$ cat src/rtl/mult_div_unit_if.sv
// Operand/result bundle between the operand-select stage and the multiply/divide unit.
// The requester drives start/op/a/b; the unit returns status and the HI/LO result.
interface mult_div_unit_if #(
    parameter int unsigned WIDTH = 32
);
    logic             start;
    logic             op;
    logic [WIDTH-1:0] a;
    logic [WIDTH-1:0] b;
    logic             busy;
    logic             done;
    logic             div_zero;
    logic [WIDTH-1:0] hi;
    logic [WIDTH-1:0] lo;

    modport master (output start, op, a, b, input busy, done, div_zero, hi, lo);
    modport slave  (input start, op, a, b, output busy, done, div_zero, hi, lo);
endinterface

$ cat src/rtl/mult_div_unit.sv
// Sequential signed multiply (radix-2 Booth) / divide (restoring on magnitudes) unit.
// One iteration per clock, WIDTH iterations per operation, HI/LO written on completion.
module mult_div_unit #(
    parameter int unsigned WIDTH = 32
) (
    input logic             clk,
    input logic             reset,
    mult_div_unit_if.slave  bus
);
    localparam int unsigned CW = $clog2(WIDTH + 1);

    typedef enum logic [1:0] {IDLE, CALC, FINISH} state_t;

    state_t           state;
    logic [CW-1:0]    cnt;
    logic             op_q;
    logic             dz_q;
    logic             a_neg;
    logic             b_neg;
    logic [WIDTH:0]   acc;
    logic [WIDTH-1:0] q;
    logic             q_1;
    logic [WIDTH-1:0] mcand;
    logic             busy_q;
    logic             done_q;
    logic             div_zero_q;
    logic [WIDTH-1:0] hi_q;
    logic [WIDTH-1:0] lo_q;

    logic [WIDTH:0]   mcand_x;
    logic [WIDTH:0]   booth_sum;
    logic [WIDTH:0]   trial;
    logic [WIDTH:0]   acc_nx;
    logic [WIDTH-1:0] q_nx;
    logic [WIDTH-1:0] rem_mag;
    logic [WIDTH-1:0] hi_res;
    logic [WIDTH-1:0] lo_res;
    logic [WIDTH-1:0] a_mag;
    logic [WIDTH-1:0] b_mag;

    // acc carries one guard bit so Booth add/sub of -2^(WIDTH-1) cannot overflow.
    always_comb begin
        mcand_x   = {mcand[WIDTH-1], mcand};
        booth_sum = acc;
        case ({q[0], q_1})
            2'b01:   booth_sum = acc + mcand_x;
            2'b10:   booth_sum = acc - mcand_x;
            default: booth_sum = acc;
        endcase
        trial = {acc[WIDTH-1:0], q[WIDTH-1]} - {1'b0, mcand};
        if (op_q) begin
            if (!trial[WIDTH]) begin
                acc_nx = {1'b0, trial[WIDTH-1:0]};
                q_nx   = {q[WIDTH-2:0], 1'b1};
            end else begin
                acc_nx = {acc[WIDTH-1:0], q[WIDTH-1]};
                q_nx   = {q[WIDTH-2:0], 1'b0};
            end
        end else begin
            acc_nx = {booth_sum[WIDTH], booth_sum[WIDTH:1]};
            q_nx   = {booth_sum[0], q[WIDTH-1:1]};
        end
        rem_mag = acc[WIDTH-1:0];
        hi_res  = op_q ? (a_neg ? -rem_mag : rem_mag) : acc[WIDTH-1:0];
        lo_res  = op_q ? ((a_neg ^ b_neg) ? -q : q) : q;
        a_mag   = bus.a[WIDTH-1] ? -bus.a : bus.a;
        b_mag   = bus.b[WIDTH-1] ? -bus.b : bus.b;
    end

    always_ff @(posedge clk) begin
        if (reset) begin
            state      <= IDLE;
            cnt        <= '0;
            op_q       <= 1'b0;
            dz_q       <= 1'b0;
            a_neg      <= 1'b0;
            b_neg      <= 1'b0;
            acc        <= '0;
            q          <= '0;
            q_1        <= 1'b0;
            mcand      <= '0;
            busy_q     <= 1'b0;
            done_q     <= 1'b0;
            div_zero_q <= 1'b0;
            hi_q       <= '0;
            lo_q       <= '0;
        end else begin
            case (state)
                IDLE: begin
                    if (bus.start) begin
                        state  <= CALC;
                        busy_q <= 1'b1;
                        op_q   <= bus.op;
                        a_neg  <= bus.a[WIDTH-1];
                        b_neg  <= bus.b[WIDTH-1];
                        acc    <= '0;
                        q_1    <= 1'b0;
                        cnt    <= '0;
                        dz_q   <= 1'b0;
                        if (bus.op) begin
                            q     <= a_mag;
                            mcand <= b_mag;
                            // Divide by zero skips the iterations and goes straight to write-back.
                            if (bus.b == '0) begin
                                dz_q <= 1'b1;
                                cnt  <= CW'(WIDTH);
                            end
                        end else begin
                            q     <= bus.b;
                            mcand <= bus.a;
                        end
                    end
                end
                CALC: begin
                    if (cnt == CW'(WIDTH)) begin
                        state      <= FINISH;
                        busy_q     <= 1'b0;
                        done_q     <= 1'b1;
                        div_zero_q <= dz_q;
                        if (!dz_q) begin
                            hi_q <= hi_res;
                            lo_q <= lo_res;
                        end
                    end else begin
                        acc <= acc_nx;
                        q   <= q_nx;
                        q_1 <= q[0];
                        cnt <= cnt + 1'b1;
                    end
                end
                FINISH: begin
                    state      <= IDLE;
                    done_q     <= 1'b0;
                    div_zero_q <= 1'b0;
                end
                default: state <= IDLE;
            endcase
        end
    end

    assign bus.busy     = busy_q;
    assign bus.done     = done_q;
    assign bus.div_zero = div_zero_q;
    assign bus.hi       = hi_q;
    assign bus.lo       = lo_q;
endmodule

$ cat src/flat_wrapper.sv
// flat-port wrapper written by rule: the top's interface ports become plain ports
module mult_div_unit_flat 
#(
    parameter int unsigned WIDTH = 32
)
  (clk, reset, bus_start, bus_op, bus_a, bus_b, bus_busy, bus_done, bus_div_zero, bus_hi, bus_lo);
  mult_div_unit_if #(.WIDTH(WIDTH)) bus_i ();
  input logic clk;
  input logic reset;
  input wire logic [$bits(bus_i.start)-1:0] bus_start;
  input wire logic [$bits(bus_i.op)-1:0] bus_op;
  input wire logic [$bits(bus_i.a)-1:0] bus_a;
  input wire logic [$bits(bus_i.b)-1:0] bus_b;
  output wire logic [$bits(bus_i.busy)-1:0] bus_busy;
  output wire logic [$bits(bus_i.done)-1:0] bus_done;
  output wire logic [$bits(bus_i.div_zero)-1:0] bus_div_zero;
  output wire logic [$bits(bus_i.hi)-1:0] bus_hi;
  output wire logic [$bits(bus_i.lo)-1:0] bus_lo;
  assign bus_i.start = bus_start;
  assign bus_i.op = bus_op;
  assign bus_i.a = bus_a;
  assign bus_i.b = bus_b;
  assign bus_busy = bus_i.busy;
  assign bus_done = bus_i.done;
  assign bus_div_zero = bus_i.div_zero;
  assign bus_hi = bus_i.hi;
  assign bus_lo = bus_i.lo;
  mult_div_unit #(.WIDTH(WIDTH)) u_core (.clk(clk), .reset(reset), .bus(bus_i));
endmodule
$ cat config.mk
export PLATFORM = sky130hd
export DESIGN_NAME = mult_div_unit_flat
export DESIGN_NICKNAME = d
export VERILOG_FILES = /design/src/rtl/mult_div_unit_if.sv /design/src/rtl/mult_div_unit.sv /design/src/flat_wrapper.sv
export SDC_FILE = /design/constraint.sdc
export NUM_CORES = 1
export LEC_CHECK = 0
export CORE_UTILIZATION = 45
export CTS_CLUSTER_SIZE = 20
export DETAILED_ROUTE_END_ITERATION = 10
export PLACE_DENSITY_LB_ADDON = 0.2
export SYNTH_ARGS = -nofsm -noshare
export SYNTH_HDL_FRONTEND = slang
export SYNTH_SLANG_ARGS = --single-unit
$ cat constraint.sdc
create_clock -name clk -period 4.05 [get_ports clk]
set_input_delay 1.0125 -clock clk [delete_from_list [all_inputs] [get_ports clk]]
set_output_delay 1.0125 -clock clk [all_outputs]
set_load 0.02 [all_outputs]
Yosys cells after proc, flatten, opt, wreduce, memory -nomap -nowiden. Index checks and enable logic that the tools add are counted.

Flip-flop bits (word level): 177. Input bits: 68. Output and inout port bits: 67. Word-level logic and storage cells: 82.

$add $sub $neg: 8. Equal/unequal tests: 8. Multiplexer cells: 39. Bitwise operators: 2. Reductions and logical operators: 10.

Operators by type and width (number): two-way mux 32 bit (11); two-way mux 33 bit (4); one-hot mux 33 bit (2 select lines) (2); negation 32 bit (4); one-hot mux 32 bit (2 select lines) (1); adder 33 bit (1); subtractor 33 x 32 -> 33 bit (1); subtractor 33 bit (1); logical NOT 32 bit (1); two-way mux 6 bit (4); one-hot mux 6 bit (2 select lines) (1); two-way mux 1 bit (9); AND reduction 3 bit (3); one-hot mux 1 bit (2 select lines) (4); adder 6 x 1 -> 6 bit (second input constant) (1); == test 6 bit (second input constant) (1); AND reduction 2 bit (3); == test 2 x 1 -> 1 bit (second input constant) (2); == test 2 bit (second input constant) (2); two-way mux 2 bit (2); != test 2 bit (second input constant) (2); one-hot mux 2 bit (2 select lines) (1); nonzero test 2 bit (2); logical NOT 2 bit (1); 3 further kinds (3).

Depth between registers and ports, before layout. Gate-level depths: netlist of the first run.

Depth in word-level cells: 5. Gate-level depth with buffers: 22. Mapped depth without buffers: 20.

Worst setup path after synthesis of the first run. OpenSTA, ideal clock, no wires.

Path type: register -> register. Start point: register u_core.mcand[5]. End point: register u_core.acc[32]. Setup time: 62 ps. Arrival time: 4255 ps. Required time: 3988 ps. Setup slack: -267 ps. Cell stages (with the launch flop): 19. Buffers on the path: 1. Clock period less this slack: 4317 ps. Path through: dfxtp_1 -> or4_1 -> nor4_1 -> and3_1 -> nand3_1 -> nor4_1 -> nor2_1 -> xnor2_1 -> ha_1 -> clkbuf_1 -> a21oi_1 -> o21ai_0 -> a311o_1 -> and3_1 -> a221oi_1 -> o21ai_0 -> xnor2_1 -> or3b_2 -> nand3_1.

Longest elaborated chain between the ends: 5. Elaborated cells on any way between the ends: 8. Those cells by class: add/sub: 3; mux: 5.

RTL lines: start, declared (line mult_div_unit.sv:23) `logic [WIDTH-1:0] mcand;`; start signal, assigned (line mult_div_unit.sv:102) `mcand <= b_mag;`; start signal, assigned (line mult_div_unit.sv:110) `mcand <= bus.a;`; subtractor 33 bit (tied with other cells) (line mult_div_unit.sv:47) `2'b10: booth_sum = acc - mcand_x;`; one-hot mux 33 bit (2 select lines) / two-way mux 33 bit (equally long branches) (line mult_div_unit.sv:45, mult_div_unit.sv:52); two-way mux 33 bit * (line mult_div_unit.sv:51) `if (op_q) begin`; two-way mux 33 bit * (line mult_div_unit.sv:115) `if (cnt == CW'(WIDTH)) begin`; one-hot mux 33 bit (2 select lines) * (line mult_div_unit.sv:88) `case (state)`; end signal, assigned (line mult_div_unit.sv:125) `acc <= acc_nx;`; end, declared (line mult_div_unit.sv:20) `logic [WIDTH:0] acc;`.

Every way passes the cells marked *; elsewhere a longest branch is shown, timed or not. The select of a mux whose other input is x is not followed. A chain may end at the register's enable or synchronous reset.

Worst setup path after layout of the first run.
Start point: register u_core.mcand[17]. End point: register u_core.acc[1].

Longest elaborated chain between the ends: 5.

RTL lines: subtractor 33 x 32 -> 33 bit (line mult_div_unit.sv:50) `trial = {acc[WIDTH-1:0], q[WIDTH-1]} - {1'b0, mcand};`; two-way mux 33 bit (line mult_div_unit.sv:52) `if (!trial[WIDTH]) begin`; two-way mux 33 bit (line mult_div_unit.sv:51); two-way mux 33 bit (line mult_div_unit.sv:115); one-hot mux 33 bit (2 select lines) (line mult_div_unit.sv:88).

Every way passes these cells. The select of a mux whose other input is x is not followed.

==> results.md, run 1 <==
* Die X at 184 um
* Drt via density at 6.01
* Diodes inserted at 0
* Crit path max fanout at 6
* Vias in the first global route at 15300
* DP Area at 18000 um^2
* Clock transition at the registers of the reported paths at 0.08 ns
* Setup TNS at -0.0422 ns
* Total CTS buffers at 17
* Final Cell Area at ~19000 um^2
* Register area at around 3600 um^2
* DP HPWL at 44400 um
* Syn avg cell area at 7.24 um^2
* Final Hold Vio Count at 0
* Post-synthesis sequential area ratio at 0.237
* Worst slew pin tran at approximately 1.1 ns
* # setup viols final at 3
* CP Data Required Time at ~4.4 ns
* Worst-skew pair later-pin latency at 0.46 ns
* CTS tree: yes
* Final worst path period share at 1.01
* Violated checks: setup timing
* CTS Buffer Depth at 2
* Post-synthesis compound-gate area fraction at 0.284
* Final Max Slew Viols at 0
* Arrival time of the worst setup path at 4.39 ns
* Synth Instances at 2068
* CP dominant cell by count: a21o_1
* Leak pwr at 7.31 nW
* Drt wl/cell at about 21 um
* Grt ovf at 0
* Multi-input logic area at roughly 11000 um^2
* Mux share of post-synthesis cell area at 0.0341
* Area grow syn2layout at 27.7%
* Final net count at around 2400
* Slowest stage cell on the critical path: dfxtp_1
* Worst Skew at around 0.016 ns
* TritonCTS Sinks at roughly 180
* Distinct cell type count after synthesis at 71
* Post-route ant nets at 0
* DRC Markers at 0
* Post-synth ARST share at 0
* Largest net degree at the start of global routing at 122
* Slew HR at 0.231
* Status: complete, but fails checks
* Reg2reg setup slack at -0.02 ns
* Xor/xnor share of the synthesized area at 0.114
* Layout cells sized above 1 at 0.162
* 1st-iter DRT viols at ~1600
* Fillers at about 3000
* Die height at 184 um
* H-tree depth at 4
* 1st-pass router iterations at 5
* Initial antenna violation count at 0
* Final worst setup slack at -0.0232 ns
* IO Pins at about 140
* CP Cell Sequence: inv_1, ha_1, a21o_1, a21oi_1, o21ai_0, o2111ai_1, o211ai_1, a211o_1, a21o_1, a31oi_2, a21oi_2, ha_4, buf_8, buf_6, mux2i_2, a211oi_2, a31oi_1, nor2_1
* Initial cell density of the core at 0.459
* Worst path max stage delay at 0.47 ns
* Mapped Nets at 2211
* Die ar. at 34000 um^2
* Post-Syn Area at 15000 um^2
* IO buf count at 134
* Max-Cap Viols at 0
* First-pass GRT wire length at 87100 um
* Register bit total from synthesis at 177
* Detailed-route via count at 16600
* Post-synth EDFFs at 0
* Synth Warn # at 0
* GRT Total Usage at 0.333
* Fmax at 0.246 GHz
* VDD IR-drop max at roughly 320 uV
* Row count at 66
* Power per Cell Area at 327 nW/um^2
* Total wire length at 57000 um
* Synth Flop Type: dfxtp_1
* RSZ-0062 raised after global routing: yes
* GP Congestion at approximately 1
* CTS Hold Bufs at 0
* Hold WC Path Type: flop to flop
* Final min period at 4.07 ns
* Worst Setup End Kind: flop
* Synth Area in Simple Gates at 0.211
* Crit start category: flop
* Post-Synth Adder-Cell Area at 0.0637
* Largest family of logic cells by synthesized area: compound AO/OA/AOI/OAI gates
* Worst Path Class, Setup: flop to flop
* CTS root buf: clkbuf_16
* Core Util, Final at 0.586
* Core area at 32600 um^2
==> critical path: cells and delay by family, from the launching register on <==
kind                       cells  cell delay, ns
AOI/OAI and AO/OA             11            1.93
adders and majority gates      2            0.74
buffers and inverters          3            0.45
DFF                            1            0.47
muxes                          1            0.25
and+or+nand+nor                1            0.06
==> sequential cells by signal, summed over array words and instances, names as in the netlist <==
name                 count
u_core.bus.hi           32
u_core.dz_q              1
u_core.bus.busy          1
u_core.mcand            32
u_core.b_neg             1
u_core.q_1               1
u_core.state             2
u_core.q                32
u_core.bus.lo           32
u_core.op_q              1
u_core.cnt               6
u_core.a_neg             1
u_core.bus.div_zero      1
u_core.bus.done          1
u_core.acc              33
==> kinds of logic (layout without fill, tap and decap cells) <==
group / Yosys count / in the layout
AOI/OAI and AO/OA: 663 / 663
muxes: 50 / 50
and+or+nand+nor: 684 / 684
DFF: 177 / 177
buffers and inverters: 224 / 473
adders and majority gates: 75 / 75
xor gates and xnor gates: 195 / 195
==> per-stage QoR <==
stage / std cells / hold WS, ns / power [mW] / setup slack [ns]
floorplan: 2068 / 0.442 / 3.49 / -0.0500
global placement: 2709 / 0.442 / 4.39 / -0.180
detailed placement: 2709 / 0.446 / 4.41 / -0.253
CTS: 2749 / 0.457 / 6.10 / -0.0367
global route: 2759 / 0.479 / 6.56 / -0.194
finish: 2759 / 0.455 / 6.25 / -0.0232
==> report_power, final <==
| group | leakage (nW) | switching [mW] | internal, mW |
|---|---|---|---|
| Sequential | 1.44 | 0.120 | 1.82 |
| Clock | 0.281 | 0.819 | 0.834 |
| Combinational | 5.59 | 1.51 | 1.15 |
==> worst paths after layout <==
| path | from | end | depth (start not counted) |
|---|---|---|---|
| worst min-delay path | u_core.bus.hi[31]$_SDFFE_PP0P_ | u_core.bus.hi[31]$_SDFFE_PP0P_ | 2 |
| worst max-delay path | u_core.mcand[17]$_SDFFE_PP0P_ | u_core.acc[1]$_SDFFE_PP0P_ | 18 |
| worst min register to register | u_core.bus.hi[31]$_SDFFE_PP0P_ | u_core.bus.hi[31]$_SDFFE_PP0P_ | 2 |
| worst max register to register | u_core.mcand[17]$_SDFFE_PP0P_ | u_core.acc[1]$_SDFFE_PP0P_ | 18 |
==> layout by cell type, fill, tap and decap left out, types with 16 or more instances in the layout <==
cell type,n
a21o_1,26
clkdlybuf4s50_1,132
a21oi_1,193
a31oi_1,28
nand3_1,41
clkbuf_16,17
dfxtp_1,171
o21ai_0,114
nor2_1,253
nor4_1,23
xnor2_1,82
nand4_1,16
buf_4,240
o211ai_1,25
o31ai_1,24
a211oi_1,119
nand2_1,177
xor2_1,110
nor3_1,41
mux2i_1,40
inv_1,61
ha_1,70
==> layer usage <==
layer / track usage / up-vias / share of wire
met4: 0.165 / 0 / 0.048
met1: 0.435 / 7909 / 0.44
met3: 0.0419 / 118 / 0.055
li1: - / 7971 / -
met2: 0.539 / 584 / 0.46
met5: 0 / - / 0
==> cell usage after synthesis (10+ instances only) <==
library cell | number | area (um^2)
a211oi_1 | 121 | 908
a21o_1 | 26 | 195
a21oi_1 | 200 | 1000
a31oi_1 | 30 | 188
and3_1 | 16 | 100
buf_1 | 10 | 37.5
clkbuf_1 | 147 | 552
dfxtp_1 | 177 | 3540
ha_1 | 73 | 913
inv_1 | 63 | 236
mux2i_1 | 42 | 420
nand2_1 | 179 | 672
nand2b_1 | 12 | 75.1
nand3_1 | 48 | 240
nand4_1 | 16 | 100
nor2_1 | 260 | 976
nor2b_1 | 16 | 100
nor3_1 | 44 | 220
nor4_1 | 28 | 175
o211ai_1 | 25 | 188
o21a_1 | 13 | 97.6
o21ai_0 | 124 | 621
o31ai_1 | 25 | 188
o41ai_1 | 14 | 123
or3_1 | 12 | 75.1
or4_1 | 12 | 90.1
xnor2_1 | 84 | 736
xor2_1 | 111 | 972
==> area by class of cell <==
class,count,share of cell area
multi-input cells,1667,0.575
flip-flops and latches,177,0.186
repair buffers,378,0.168
well taps,442,0.0289
clock buffers,18,0.0230
inverters,63,0.0124
clock inverters,14,0.00739
==> what timing repair did <==
action,in CTS,in global routing
buffers inserted,7,11
resized for setup,25,65
cloned,1,0
setup endpoints to repair,24,34
endpoints found under the hold margin,0,0
pin swaps,20,35
Power figures use the tool's default switching activity.
==> inputs of run 2 (changes only) <==
--- a/config.mk
+++ b/config.mk
@@ -8,6 +8,7 @@
 export CORE_UTILIZATION = 45
 export CTS_CLUSTER_SIZE = 20
 export DETAILED_ROUTE_END_ITERATION = 10
+export DONT_BUFFER_PORTS = 1
 export PLACE_DENSITY_LB_ADDON = 0.2
 export SYNTH_ARGS = -nofsm -noshare
 export SYNTH_HDL_FRONTEND = slang
==> results.md, run 2 (same netlist as run 1, synthesis figures left out) <==
* VDD IR-drop max at between 200 and 300 uV
* IO Pins at 135
* Commonest non-fill, non-tap cell in the layout: nor2_1
* 1st-pass router iterations at 7
* RSZ-0062 raised after global routing: yes
* Initial antenna violation count at 0
* Detailed-route via count at 15700
* Drt wl/cell at 21.5 um
* Reg with most FFs: u_core.acc
* Final worst path period share at 0.986
* Die ar. at 34000 um^2
* TritonCTS Sinks at 177
* Worst path max stage delay at 0.56 ns
* Slowest stage cell on the critical path: or4_4
* Reg2reg setup slack at 0.06 ns
* WP buf/inv at 0
* Max-Cap Viols at 0
* Diodes inserted at 0
* Largest net degree at the start of global routing at 159
* Max reg flops at 33
* Final net count at roughly 2200
* Final Max Slew Viols at 0
* Total CTS buffers at 17
* # setup viols final at 0
* Cell-internal power at 3.81 mW
* Top delay family on crit path: simple AND/OR/NAND/NOR gates
* Post-route ant nets at 0
* DRC Markers at 0
* Clock transition at the registers of the reported paths at ~0.07 ns
* Sequential share of power at 0.317
* Status: finished clean
* Logic pwr share at 0.396
* Worst hold start: u_core.b_neg$_SDFFE_PP0P_
* Final Hold Vio Count at 0
* DP HPWL at 42300 um
* Area grow syn2layout at 15.9%
* H-tree depth at 4
* Hold WC Path Type: flop to flop
* Vias in the first global route at 14500
* Drt via density at 6.15
* GRT Total Usage at 0.315
* DP Worst Slack at -0.216 ns
* Core area at about 33000 um^2
* CP Cell Sequence: or4_4, nor4_4, and3_4, nand3_4, nor4_2, nor2_1, xnor2_1, ha_1, a21oi_2, o21ai_2, a311o_1, and3_4, a221oi_4, o21ai_2, xnor2_2, or3b_4, nand3_2
* Hold Path Sink: u_core.b_neg$_SDFFE_PP0P_
* Row count at 66
* CP Data Required Time at 4.45 ns
* First-pass GRT wire length at 82400 um
* Power per Cell Area at approximately 350 nW/um^2
* CTS Hold Bufs at 0
* R2r startpoint: u_core.mcand[8]$_SDFFE_PP0P_
* Worst Setup End Kind: flop
* RR Endpoint: u_core.acc[32]$_SDFFE_PP0P_
* NetSw at 2.29 mW
* Most frequent cells in the layout: nor2_1, a21oi_1, nand2_1
* Hold WS at 0.474 ns
* CTS root buf: clkbuf_16
* IO buf count at 0
* Leak pwr at 6.49 nW
* Reg2Reg Depth at 17
* Worst Skew at ~0.014 ns
* Crit path max fanout at 5
* 1st-iter DRT viols at 1328
* CTS Buffer Depth at 2
* Total wire length at 54900 um
* Worst Hold Depth at 2
* Die X at 184 um
* Clock share of power at 0.287
* GP Congestion at 0.978
* CTS tree: yes
* Sw frac at 0.376
* Die height at between 150 and 200 um
* Worst-skew pair later-pin latency at 0.45 ns
* Worst slew pin tran at 1.07 ns
* Arrival time of the worst setup path at 4.39 ns
* Final min period at 3.99 ns
* Initial cell density of the core at 0.459
* Worst Path Class, Setup: flop to flop
* Layout cells sized above 1 at 0.152
* Fmax at 0.250 GHz
* Final worst setup slack at roughly 0.057 ns
* Slew HR at 0.284
* Crit start category: flop
* Grt ovf at 0
[run 2: changes by cell type in the layout (fill, tap and decap cells not counted), moves of 3 or more]
cell / before / now
a21oi_1: 193 / 188
a21oi_2: 7 / 12
buf_4: 240 / 157
buf_6: 2 / 7
clkdlybuf4s50_1: 132 / 0
ha_1: 70 / 67
ha_2: 1 / 4
inv_8: 4 / 1
o21ai_1: 6 / 3
o21ai_2: 4 / 9
[run 2: repair_timing]
item	CTS	global route
setup buffers	6	8
resized for setup	21	99
setup endpoints to repair	23	32
pin swaps	16	63
cloned	0	1
endpoints found under the hold margin	0	0
[run 2: how the worst max path moves through the flow]
| stage | start | to | slack, ns | cells past startpoint |
|---|---|---|---|---|
| 2_1_floorplan | u_core.mcand[5]$_SDFFE_PP0P_ | u_core.acc[32]$_SDFFE_PP0P_ | -0.05 | 18 |
| 3_3_place_gp | u_core.mcand[5]$_SDFFE_PP0P_ | u_core.acc[32]$_SDFFE_PP0P_ | -0.15 | 17 |
| 3_5_place_dp | u_core.mcand[5]$_SDFFE_PP0P_ | u_core.acc[32]$_SDFFE_PP0P_ | -0.22 | 17 |
| 4_1_cts | u_core.mcand[7]$_SDFFE_PP0P_ | u_core.acc[32]$_SDFFE_PP0P_ | -0.04 | 17 |
| 5_1_grt | u_core.mcand[8]$_SDFFE_PP0P_ | u_core.acc[32]$_SDFFE_PP0P_ | -0.11 | 18 |
| 6_report | u_core.mcand[8]$_SDFFE_PP0P_ | u_core.acc[32]$_SDFFE_PP0P_ | 0.06 | 17 |
[run 2: power by group through the flow]
| stage | combinational, mW | clock [mW] | sequential, mW |
|---|---|---|---|
| 2_1_floorplan | 1.57 | 0 | 1.93 |
| 3_3_place_gp | 2.18 | 0 | 1.97 |
| 3_5_place_dp | 2.21 | 0 | 1.97 |
| 4_1_cts | 2.25 | 1.77 | 1.93 |
| 5_1_grt | 2.62 | 1.83 | 1.94 |
| 6_report | 2.42 | 1.75 | 1.93 |
[run 2: layout make-up]
type	count	area [um^2]
Clock buffer	20	458
Clock inverter	12	141
Fill cell	3234	15300
Inverter	63	236
Multi-Input combinational cell	1667	11100
Sequential cell	177	3560
Tap cell	442	553
Timing Repair Buffer	168	1340
[run 2: tightest hold or removal path: stages (launching register included)]
cell and delay (ns):
dfxtp_1 0.32, nand2_1 0.05, a21oi_1 0.05
[run 2: routing by layer]
layer  share of wire  GRT usage  up-vias
li1                -          -     7553
met1            0.44      0.420     7486
met2            0.45      0.497      548
met3           0.073     0.0569       80
met4           0.038      0.132        0
met5               0          0        -
[run 2: metrics by stage]
step	power, mW	instance area [um^2]	setup TNS, ns	util	cells
floorplan	3.49	15000	-0.0500	-	2068
global route	6.39	17400	-0.647	0.532	2549
finish	6.10	17400	0	0.532	2549
global placement	4.15	16200	-1.22	0.496	2504
detailed placement	4.17	16200	-1.72	0.496	2504
CTS	5.95	16900	-0.0395	0.518	2542
==> inputs of run 3 (changes only) <==
--- a/config.mk
+++ b/config.mk
@@ -5,10 +5,13 @@
 export SDC_FILE = /design/constraint.sdc
 export NUM_CORES = 1
 export LEC_CHECK = 0
+export CAP_MARGIN = 20
+export CORE_MARGIN = 5
 export CORE_UTILIZATION = 45
 export CTS_CLUSTER_SIZE = 20
 export DETAILED_ROUTE_END_ITERATION = 10
 export DONT_BUFFER_PORTS = 1
+export MAX_ROUTING_LAYER = met4
 export PLACE_DENSITY_LB_ADDON = 0.2
 export SYNTH_ARGS = -nofsm -noshare
 export SYNTH_HDL_FRONTEND = slang
==> results.md, run 3 (same netlist as run 1, synthesis figures left out) <==
* Status: complete, but fails checks
* Violated checks: setup timing
* Register area at 3560 um^2
* Area grow syn2layout at 16.0%
* CP Cell Sequence: or4_4, nor4_4, and3_4, nand3_4, buf_6, nor2_2, nor2_2, xnor2_1, ha_1, a21oi_2, o21ai_2, a311o_1, and3_1, a221oi_2, buf_4, o21ai_2, xnor2_2, or3b_4, nand3_2
* Pwr Total at about 6.1 mW
* Sequential share of power at 0.318
* Clock transition at the registers of the reported paths at roughly 0.080 ns
* GP Congestion at 0.980
* Power per Cell Area at 350 nW/um^2
* Placed insts at roughly 2500
* Critical path depth at 19
* Slowest stage cell on the critical path: or4_4
* Worst Skew at 0.0198 ns
* Total CTS buffers at 17
* Met1 global-route usage at 0.404
* Post-route ant nets at 0
* Worst slew pin tran at 1.02 ns
* Worst-skew pair later-pin latency at 0.46 ns
* Slew HR at 0.316
* Reg2Reg Depth at 19
* Hold WS at 0.485 ns
* CTS tree: yes
* Cell-internal power at 3.75 mW
* Worst hold start: u_core.q_1$_SDFFE_PP0P_
* Sw frac at 0.382
* CP Data Required Time at 4.45 ns
* Final Max Slew Viols at 0
* Initial cell density of the core at 0.458
* Hold WC Path Type: flop to flop
* Top delay family on crit path: simple AND/OR/NAND/NOR gates
* Crit path max fanout at 4
* Worst Setup End Kind: flop
* Final worst path period share at 1.01
* Die X at 192 um
* RSZ-0062 raised after global routing: yes
* IO buf count at 0
* Arrival time of the worst setup path at 4.49 ns
* DRC Markers at 0
* Final min period at 4.09 ns
* # setup viols final at 2
* Grt met3 use at 0.0678
* TritonCTS Sinks at approximately 180
* Vias in the first global route at 14800
* 1st-pass router iterations at 5
* Fmax at between 0.2 and 0.25 GHz
* Reg2reg setup slack at -0.04 ns
* IO Pins at 135
* Commonest non-fill, non-tap cell in the layout: nor2_1
* Fillers at 3275
* Setup TNS at -0.0541 ns
* Hold Path Sink: u_core.q_1$_SDFFE_PP0P_
* Max-Cap Viols at 0
* Die ar. at 37000 um^2
* Final net count at approximately 2300
* Diodes inserted at 0
* Final Hold Vio Count at 0
* H-tree depth at 4
* Crit start category: flop
* Logic pwr share at 0.399
* 1st-iter DRT viols at 1446
* Drt wl/cell at 22.1 um
* CTS root buf: clkbuf_16
* Layer with the highest usage: met2
* DP HPWL at approximately 45000 um
* RR Endpoint: u_core.acc[32]$_SDFFE_PP0P_
* Reg with most FFs: u_core.acc
* Row count at 66
* First-pass GRT wire length at slightly below 90000 um
* Drt via density at 6.09
* Clock share of power at 0.283
* Final worst setup slack at -0.0448 ns
* CTS Hold Bufs at 0
* VDD IR-drop max at 334 uV
* Worst path max stage delay at roughly 0.56 ns
* Core area at 32700 um^2
* GRT Total Usage at 0.311
* Max reg flops at 33
* Worst Hold Depth at 2
* Detailed-route via count at 15700
* Largest net degree at the start of global routing at 159
* Layout cells sized above 1 at 0.151
* NetSw at around 2.3 mW
* Worst Path Class, Setup: flop to flop
* Die height at 192 um
* R2r startpoint: u_core.mcand[8]$_SDFFE_PP0P_
* WP buf/inv at 2
* Most frequent cells in the layout: nor2_1, a21oi_1, buf_4
* Grt ovf at 0
* Leak pwr at 6.58 nW
* CTS Buffer Depth at 2
* Total wire length at 57000 um
* Final Non-Filler Cells at 2576
* Initial antenna violation count at 0
* Met2 Track Usage GR at 0.476
* Multi-input logic area at 10900 um^2
[run 3: cell count changes in the layout (fill, tap and decap cells not counted), sizes merged]
cell	change
buf	+28
clkbuf	-2
inv	+2
bufinv	-1
[run 3: final cells by class]
class                      instances  area share
inverter                          63      0.0136
clock buffer                      19      0.0255
sequential                       177       0.205
clock inverter                    13     0.00814
timing repair buffer             195      0.0865
tap                              442      0.0318
multi-input combinational       1667       0.630
[run 3: power by group through the flow]
stage | Sequential [mW] | Clock, mW | Combinational [mW]
after floorplan | 1.93 | 0 | 1.57
after global placement | 1.96 | 0 | 2.27
after detailed placement | 1.96 | 0 | 2.27
after CTS | 1.92 | 1.74 | 2.32
after global routing | 1.94 | 1.81 | 2.63
final | 1.93 | 1.72 | 2.42
[run 3: worst max-delay path by stage]
stage	startpoint	endpoint	slack, ns
floorplan	u_core.mcand[5]$_SDFFE_PP0P_	u_core.acc[32]$_SDFFE_PP0P_	-0.05
global placement	u_core.mcand[0]$_SDFFE_PP0P_	u_core.acc[31]$_SDFFE_PP0P_	-0.18
detailed placement	u_core.mcand[5]$_SDFFE_PP0P_	u_core.acc[24]$_SDFFE_PP0P_	-0.25
CTS	u_core.q[31]$_SDFFE_PP0P_	u_core.acc[10]$_SDFFE_PP0P_	-0.005
global route	u_core.mcand[8]$_SDFFE_PP0P_	u_core.acc[31]$_SDFFE_PP0P_	-0.22
finish	u_core.mcand[8]$_SDFFE_PP0P_	u_core.acc[32]$_SDFFE_PP0P_	-0.04
[run 3: worst register-to-register path: stages, from the launching register on]
cell      delay (ns)
dfxtp_2         0.32
or4_4           0.56
nor4_4          0.17
and3_4          0.24
nand3_4         0.09
buf_6           0.14
nor2_2          0.09
nor2_2          0.05
xnor2_1         0.12
ha_1            0.37
a21oi_2         0.18
o21ai_2         0.07
a311o_1         0.36
and3_1          0.19
a221oi_2        0.23
buf_4           0.17
o21ai_2         0.07
xnor2_2         0.16
or3b_4          0.39
nand3_2         0.07
[run 3: what timing repair did]
item                       4_1_cts  5_1_grt
pin swaps                       23       28
buffers inserted                10        5
setup endpoints to repair       30       31
gates resized for setup         23       65
[run 3: through the flow]
stage	util	setup WS, ns	instance area (um^2)
after global routing	0.531	-0.224	17400
after global placement	0.501	-0.179	16400
after floorplan	-	-0.0500	15000
after CTS	0.524	-0.00510	17100
final	0.531	-0.0448	17400
after detailed placement	0.501	-0.252	16400
[run 3: layer usage]
metal | part of all wire | vias to the layer above
li1 | - | 7599
met1 | 0.43 | 7422
met2 | 0.45 | 556
met3 | 0.082 | 101
met4 | 0.039 | 0
met5 | 0 | -
